===== src/rtl/vc_queue_domain_arb.sv =====
// Two-domain enqueue arbiter in front of a single-label vc_Queue: serves one domain at a time,
// bounds bursts while the other domain waits, and drains the queue empty before relabelling it.
module vc_queue_domain_arb #(
    parameter  int p_msg_nbits  = 32,
    parameter  int p_num_msgs   = 2,
    parameter  int p_max_burst  = 4,
    localparam int c_addr_nbits = $clog2(p_num_msgs)
) (
    input  logic                   clk,
    input  logic                   reset,

    input  logic                   req0_val,
    output logic                   req0_rdy,
    input  logic [p_msg_nbits-1:0] req0_msg,

    input  logic                   req1_val,
    output logic                   req1_rdy,
    input  logic [p_msg_nbits-1:0] req1_msg,

    output logic                   q_domain,
    output logic                   q_enq_val,
    input  logic                   q_enq_rdy,
    output logic [p_msg_nbits-1:0] q_enq_msg,
    input  logic [c_addr_nbits:0]  q_num_free_entries,

    output logic                   draining
);

    localparam int                        c_burst_nbits = $clog2(p_max_burst + 1);
    localparam logic [c_burst_nbits-1:0]  c_burst_max   = c_burst_nbits'(p_max_burst);
    localparam logic [c_addr_nbits:0]     c_q_empty     = (c_addr_nbits + 1)'(p_num_msgs);

    typedef enum logic {
        SERVE = 1'b0,
        DRAIN = 1'b1
    } state_t;

    state_t                   r_state;
    logic                     r_cur;
    logic [c_burst_nbits-1:0] r_burst;

    logic w_cur_val;
    logic w_oth_val;
    logic w_quota_hit;
    logic w_switch_req;
    logic w_serve;
    logic w_grant;
    logic w_fire;
    logic w_q_empty;

    function automatic logic [c_burst_nbits-1:0] burst_sat_inc(input logic [c_burst_nbits-1:0] b);
        return (b == c_burst_max) ? b : b + c_burst_nbits'(1);
    endfunction

    always_comb begin
        w_cur_val    = r_cur ? req1_val : req0_val;
        w_oth_val    = r_cur ? req0_val : req1_val;
        w_quota_hit  = (r_burst == c_burst_max) && w_oth_val;
        w_switch_req = w_oth_val && (!w_cur_val || w_quota_hit);
        w_serve      = (r_state == SERVE);
        w_q_empty    = (q_num_free_entries == c_q_empty);
        // A quota-triggered switch blocks the enqueue in the same cycle.
        w_grant      = w_serve && q_enq_rdy && !w_quota_hit;
        w_fire       = w_grant && w_cur_val;
    end

    always_comb begin
        req0_rdy  = w_grant && !r_cur;
        req1_rdy  = w_grant && r_cur;
        q_enq_val = w_serve && w_cur_val && !w_quota_hit;
        q_enq_msg = '0;
        if (w_serve) begin
            q_enq_msg = r_cur ? req1_msg : req0_msg;
        end
        q_domain  = r_cur;
        draining  = (r_state == DRAIN);
    end

    always_ff @(posedge clk) begin
        if (reset) begin
            r_state <= SERVE;
            r_cur   <= 1'b0;
            r_burst <= '0;
        end else begin
            case (r_state)
                SERVE: begin
                    if (w_fire) begin
                        r_burst <= burst_sat_inc(r_burst);
                    end
                    if (w_switch_req) begin
                        r_state <= DRAIN;
                    end
                end
                DRAIN: begin
                    // Relabel only once the queue holds nothing of the old domain.
                    if (w_q_empty) begin
                        r_cur   <= !r_cur;
                        r_burst <= '0;
                        r_state <= SERVE;
                    end
                end
            endcase
        end
    end

endmodule


===== config.mk =====
export PLATFORM = sky130hd
export DESIGN_NAME = vc_queue_domain_arb
export DESIGN_NICKNAME = d
export VERILOG_FILES = /design/src/rtl/vc_queue_domain_arb.sv
export SDC_FILE = /design/constraint.sdc
export NUM_CORES = 1
export LEC_CHECK = 0
export CAP_MARGIN = 20
export CORE_UTILIZATION = 27
export CTS_CLUSTER_SIZE = 12
export DETAILED_ROUTE_END_ITERATION = 16
export GPL_ROUTABILITY_DRIVEN = 0
export GPL_TIMING_DRIVEN = 0
export PLACE_DENSITY = 0.86
export SLEW_MARGIN = 40
export SYNTH_ARGS = -nofsm -noshare
export SYNTH_HDL_FRONTEND = slang
export SYNTH_SLANG_ARGS = --single-unit

===== constraint.sdc =====
create_clock -name clk -period 2.5 [get_ports clk]
set_clock_uncertainty 0.15 [all_clocks]
set_input_delay 0.5 -clock clk [delete_from_list [all_inputs] [get_ports clk]]
set_output_delay 0.5 -clock clk [all_outputs]
set_load 0.02 [all_outputs]

# == Word-level counts from Yosys, hierarchy flattened ==
# Cells that the tools add are included.
# totals
mem_count,0
mem_bits_ro,0
in_bits,71
word_cells,36
latchBits,0
reg_bits,5
ramBits,0
# op_classes
add_sub_neg,1
eq_ne,5
order_cmp,0
n_bitwise,1
shifts,0
div,0
mul,0
reduce_logical,15
muxes,11
# op_table
op,n
two-way mux 32 bit,2
logical AND 1 bit,9
two-way mux 3 bit,3
case mux 3 bit (2 select lines),1
two-way mux 1 bit,4
"inequality test 2 x 1 -> 1 bit, second input constant",2
"adder 3 x 1 -> 3 bit, second input constant",1
"equality test 3 bit, second input constant",1
zero test 1 bit,3
AND reduction 3 bit,1
"equality test 2 bit, second input constant",1
"inequality test 2 bit, second input constant",1
case mux 1 bit (2 select lines),1
AND reduction 2 bit,1
logical OR 1 bit,1
inverter 1 bit,1

# == Depth between registers and ports, before layout ==
# Gate-level depths: netlist of the first run.
# depth
depth_word,7
mapped_depth,5
ltp_nobuf,5

# == Worst setup path before layout of the first run ==
# Ideal clock, no wire load.
# synth_path
path_type,register to output
from,register r_cur (netlist: q_domain)
to,output port q_enq_val
path_stages_with_launch,5
t_arrival_ns,1.453
path_buffers,1
setup_slack_ns,0.397
path_cell_list,dfxtp_1 buf_4 mux2i_1 nor2_1 nor3_1
# synth_between
elab_chain_cells,4
# synth_lines
item,line_no,text
from (decl),39,logic r_cur;
from (signal assigned),97,r_cur <= !r_cur;
two-way mux 1 bit,57,w_oth_val = r_cur ? req0_val : req1_val;
logical AND 1 bit,58,w_quota_hit = (r_burst == c_burst_max) && w_oth_val;
zero test 1 bit,70,q_enq_val = w_serve && w_cur_val && !w_quota_hit;
logical AND 1 bit (*),70,
to (decl),21,"output logic q_enq_val,"
# Mark *: on every way between the ends. The rest lies on a longest branch, timed or not.

# == Final worst setup path of the first run ==
# layout_path
from,register r_cur (netlist: q_domain)
to,output port q_enq_msg[26]
# layout_between
elab_chain_cells,2
# layout_lines
item,line_no,text
two-way mux 32 bit,73,q_enq_msg = r_cur ? req1_msg : req0_msg;
two-way mux 32 bit,72,if (w_serve) begin
to (decl),23,"output logic [p_msg_nbits-1:0] q_enq_msg,"
# Every way passes these cells.

==> impl_metrics.toml, run 1 <==
[synth]
syn_nets = 183
synth_seq_area_share = 0.122
ys.flop_type = "dfxtp_1"
yosysWarnings = 0
synthArstFlopShare = 0
synth_cells = 110
synth_seq_cells = 5
synth-edff-count = 0
yosysUniqueCellTypes = 27
syn_area_sq_um = 823
avgSynthCellArea_sq_um = 7.48

[setup_path]
critPathArrivalTime_ns = 1.76
crit_start = "q_domain"
critPathBufInv = 3
path_cells = "buf_6 -> buf_6 -> mux2i_1 -> nor2_1 -> clkdlybuf4s50_1"
worstPathRequired_ns = 1.85
worstSetupEndpointType = "output port"
slowest_stage = "clkdlybuf4s50_1"
crit_type = "flop to output port"
r2r-start = "r_burst[0]"
start_kind = "flop"
timing.critical_path.to = "q_enq_msg[26]"
worst-path-stages = 5
r2r_slack_ns = 0.76
critical-path-top-cell-by-count = "buf_6"
path_delay_family = "buffers and inverters"
path_max_fanout = 10
ff2ff_path_depth = 5
max_stage_delay_ns = 0.53
timing.rr.end = "r_burst[2]"

[sta]
drv_slew = 0
setup_viol = 0
clock.fmax_mhz = 416
period_share = 0.962
rsz0062_at_grt = "false"
worst_slew_pin_slew_ns = 0.415
fin_ws_ns = 0.0942
hold_viol_final = 0
max_slew_margin = 0.715
worst_hold_slack_ns = 0.368
final.min_clock_period_ns = 2.41

[clocking]
cts_max_level = 1
clock_latency_ns = 0.24
cts_buffers = 3
clock_sinks = 5
postCtsSetupBuffers = 0
post_cts_resized = 31
cts-root-buf = "clkbuf_4"
cts_buffer_depth = 2
cts_hold_buf = 0
cts.reportedPaths.clkPinSlew_ns = 0.05
cts_tree = "built"

[drt]
num_vias = 1275
vias_per_cell = 5.06
dr.pass1.iters = 10
drt-initial-drc-count = 64
drc = 10
antenna_left = 0
routedWlPerCell_um = 13.9
routed_wl_um = 3500

[flow_run]
cap_violations = 0

[placed_design]
dpl_cell_area_sq_um = 1930
pre_cts_slack_ns = -0.190
post-dp-hpwl_um = 2870
place_inst = 248
io_buffers = 107

[pwr]
power_density_nw_per_um2 = 283
power_switching_share = 0.372
combPwrFrac = 0.675
power_frac_clock = 0.167
ir_drop_uv = 232
p_leak_nw = 0.829
p_seq_frac = 0.158
p_sw_w = 0.000205
p_int_w = 0.000347

[die]
initial_core_util = 0.291
die-area_sq_um = 3270
rows = 19
core_sq_um = 2830
die_x_um = 57.2
die_y_um = 57.2
boundaryPins = 108

[hold_path]
worstHoldPathType = "flop to flop"
min_path_cells = 2

[global_routing]
gr-usage-all-layers = 0.208
grt_overflow = 0
antenna_found_initial = 0
grt_pass1_vias = 1289
grt_max_degree = 11
grt_pass1_wl_um = 5420

[layout]
syn_to_final_growth_pct = 137
drive_gt1_frac = 0.0588
fin_area_sq_um = 1950
layout.nets = 295
antenna_cells = 0
fillers = 241
final_core_util = 0.689
finalNonFillerCells = 252

[run_status]
status = "complete, but fails checks"
violations = "DRC"
-- Yosys cell counts (2+ instances only) --
cell type / count / area [sq um]
dfxtp_1: 5 / 100
buf_4: 4 / 30.0
buf_1: 2 / 7.51
nand2_1: 2 / 7.51
mux2i_1: 34 / 340
nand4_1: 2 / 12.5
ha_1: 2 / 25.0
nor2_1: 34 / 128
o311ai_0: 2 / 17.5
a21oi_1: 4 / 20.0
inv_1: 3 / 11.3
-- routing by layer --
metal,track usage,vias up,part of all wire
met5,0,-,0
met4,0.0906,0,0.028
met3,0.0567,15,0.11
met2,0.397,91,0.49
met1,0.209,556,0.37
li1,-,613,-
-- layout by cell type, fill, tap and decap left out, drive strengths merged --
cell and n:
a211o 1, a211oi 1, a21oi 4, and2 1, buf 7, clkbuf 5, clkdlybuf4s50 77, dfxtp 5
dlygate4sd2 27, dlymetal6s2s 3, ha 2, inv 3, mux2 1, mux2i 34, nand2 2, nand2b 1
nand3b 1, nand4 2, nor2 34, nor2b 1, nor3 1, nor4 1, nor4b 1, o211a 1
o311a 1, o311ai 2, or4b 1, xor2 1
-- power groups by stage --
stage / logic, W / registers, W / clock network [W]
final: 0.000372 / 0.0000869 / 0.0000924
after global routing: 0.000396 / 0.0000874 / 0.000100
after CTS: 0.000374 / 0.0000869 / 0.0000967
after detailed placement: 0.000401 / 0.0000883 / 0
after global placement: 0.000392 / 0.0000879 / 0
after floorplan: 0.000163 / 0.0000901 / 0
-- kinds of logic (layout without fill, tap and decap cells) --
logic type | Yosys count | in the layout | synth area share
XOR/XNOR | 1 | 1 | 0.0106
flip-flops | 5 | 5 | 0.122
AND/OR/NAND/NOR | 46 | 46 | 0.251
adder cells (fa/ha/maj) | 2 | 2 | 0.0304
buffers and inverters | 11 | 122 | 0.0699
AO/OA/AOI/OAI | 10 | 10 | 0.0897
multiplexers | 35 | 35 | 0.427
-- worst min path at each step --
stage | from | endpoint
final | r_burst[1] | r_burst[1]
after global routing | r_burst[1] | r_burst[1]
after CTS | r_burst[1] | r_burst[1]
after detailed placement | r_burst[1] | r_burst[1]
after global placement | r_burst[0] | r_burst[0]
after floorplan | r_burst[0] | r_burst[0]
-- worst reg2reg max path, cell delays in order, from the launching register on --
cell and delay (ns):
dfxtp_1 0.35, inv_1 0.08, ha_1 0.23, and2_4 0.19, o311a_1 0.35, a211o_1 0.28
-- state kept, by name, indices dropped and copies added (netlist names) --
signal and flops:
draining 1, q_domain 1, r_burst 3
-- layout make-up --
class / instances / area [sq um] / area share
clock buffers: 4 / 26.3 / 0.0135
multi-input cells: 94 / 668 / 0.343
flip-flops and latches: 5 / 100 / 0.0513
plain buffers: 8 / 60.1 / 0.0308
well taps: 31 / 38.8 / 0.0199
inverters: 3 / 11.3 / 0.00578
repair buffers: 107 / 1040 / 0.536
-- stage by stage --
step	setup TNS (ns)	power [W]
floorplan	0	0.000254
global placement	-0.415	0.000480
detailed placement	-0.494	0.000490
CTS	0	0.000558
global route	0	0.000584
finish	0	0.000552
No activity file was read; power rests on OpenSTA's default activity.
==> inputs of run 2 (changes only) <==
--- a/config.mk
+++ b/config.mk
@@ -6,6 +6,7 @@
 export NUM_CORES = 1
 export LEC_CHECK = 0
 export CAP_MARGIN = 20
+export CORE_ASPECT_RATIO = 1.5
 export CORE_UTILIZATION = 27
 export CTS_CLUSTER_SIZE = 12
 export DETAILED_ROUTE_END_ITERATION = 16
==> run 2 against run 1 <==
  * The run now ends clean
  * Sequential power hardly changed
  * Setup slack worse by 0.023 ns
  * Die area is 0.13% higher
  * Maximum frequency is 0.93% lower
  * Register-to-register slack better by 0.04 ns
  * Utilization is 0.39 points lower
  * Routed wire length is 0.57% higher
  * Combinational power is 1% higher
  * Flip-flop and latch count stayed put
  * Final cell count is 3.2% higher
  * Count of clock-buffer cells in the layout stayed put
  * Clock power is 60% higher
  * Largest cell class unchanged
==> impl_metrics.toml, run 2 (synthesis results as in run 1) <==
[clocking]
cts_tree = "built"
cts_buffers = 3
clock_sinks = 5
cts_buffer_depth = 2
cts-root-buf = "clkbuf_8"
clock_latency_ns = 0.22
cts_max_level = 1
cts.reportedPaths.clkPinSlew_ns = 0.03
postCtsSetupBuffers = 0

[placed_design]
dpl_cell_area_sq_um = 1940
post-dp-hpwl_um = 2980
io_buffers = 107

[layout]
layout.nets = 295
drive_gt1_frac = 0.0679
final_core_util = 0.685
regMostFlops = "r_burst"
largest_reg_flops = 3
final_common_cell = "clkdlybuf4s50_1"
fin_area_sq_um = 2000
antenna_cells = 0
syn_to_final_growth_pct = 142
mostFrequentLayoutCells = "clkdlybuf4s50_1 (78), mux2i_1 (34), nor2_1 (34), dlygate4sd2_1 (18), dlymetal6s2s_1 (10)"

[die]
initial_core_util = 0.283
die-area_sq_um = 3280
die_y_um = 69.6
rows = 24
core_sq_um = 2910
boundaryPins = 108
die_x_um = 47.1

[global_routing]
grt_overflow = 0
grt_max_degree = 11
antenna_found_initial = 0
gr-usage-all-layers = 0.201
grt_pass1_vias = 1107
grt_pass1_wl_um = 4920

[setup_path]
critPathBufInv = 3
worstSetupEndpointType = "output port"
crit_type = "flop to output port"
path_cells = "buf_4 -> buf_6 -> mux2i_1 -> nor2_1 -> clkdlybuf4s50_1"
max_stage_delay_ns = 0.54
critPathArrivalTime_ns = 1.78
worstPathRequired_ns = 1.85
start_kind = "flop"
path_delay_family = "buffers and inverters"
slowest_stage = "clkdlybuf4s50_1"
path_max_fanout = 10

[drt]
drt-initial-drc-count = 9
antenna_left = 0
routed_wl_um = 3520
routedWlPerCell_um = 13.5
num_vias = 1235
dr.pass1.iters = 4
drc = 0
vias_per_cell = 4.75

[run_status]
status = "finished clean"

[sta]
hold_viol_final = 0
clock.fmax_mhz = 412
setup_tns_ns = 0
worst_slew_pin_slew_ns = 0.403
final.min_clock_period_ns = 2.43
drv_slew = 0
max_slew_margin = 0.724
setup_viol = 0
period_share = 0.971

[pwr]
ir_drop_uv = 248
p_leak_nw = 0.897
power_density_nw_per_um2 = 307

[hold_path]
worstHoldPathType = "flop to flop"

[flow_run]
cap_violations = 0
==> run 2: changes by cell type in the layout (fill, tap and decap cells not counted) <==
cell | previous run | this run
buf_6 | 3 | 1
clkbuf_8 | 0 | 3
clkdlybuf4s50_1 | 77 | 78
dlymetal6s2s_1 | 3 | 10
buf_4 | 1 | 3
dlygate4sd2_1 | 27 | 18
clkbuf_4 | 3 | 0
buf_2 | 3 | 1
clkbuf_2 | 0 | 4
clkbuf_1 | 2 | 1
==> run 2: area by class of cell <==
type	instances	area [sq um]
sequential	5	100
buffer	8	53.8
inverter	3	11.3
tap	39	48.8
clock buffer	4	45.0
timing repair buffer	107	1070
multi-input combinational	94	668
fill	260	917
==> run 2: final timing paths <==
path | start | end | slack (ns) | cells after the start
hold / removal | r_burst[0] | r_burst[0] | 0.37 | 2
setup / recovery | q_domain | q_enq_msg[3] | 0.07 | 5
hold reg to reg | r_burst[0] | r_burst[0] | 0.37 | 2
setup reg to reg | r_burst[0] | r_burst[2] | 0.80 | 5
==> run 2: worst register-to-register path, stage by stage (launching register included) <==
cell	delay, ns
dfxtp_1	0.34
inv_1	0.07
ha_1	0.20
and2_4	0.18
o311a_1	0.35
a211o_1	0.29
==> run 2: report_power, final <==
group          internal, W  leakage [nW]  total [W]  switching, W
Combinational     0.000208         0.833   0.000376      0.000169
Sequential       0.0000842        0.0407  0.0000871    0.00000290
Clock             0.000109        0.0228   0.000148     0.0000390
Total             0.000401         0.897   0.000612      0.000210
==> run 2: layer usage <==
layer	global-route usage	part of all wire
met1	0.186	0.35
met2	0.377	0.52
met3	0.0625	0.12
met4	0.0730	0.020
met5	0	0
==> run 2: timing repair <==
action / in CTS / in global routing
gates resized for setup: 19 / 19
hold buffers: 0 / 0
pin swaps: 0 / 0
endpoints found under the setup margin: 19 / 16
==> run 2: through the flow <==
step	setup slack, ns	total power [W]	hold WS (ns)	cells
floorplan	0.397	0.000254	0.328	110
global placement	-0.197	0.000484	0.353	256
detailed placement	-0.209	0.000489	0.367	256
CTS	0.000380	0.000619	0.371	260
global route	-0.00404	0.000647	0.396	260
finish	0.0716	0.000612	0.368	260
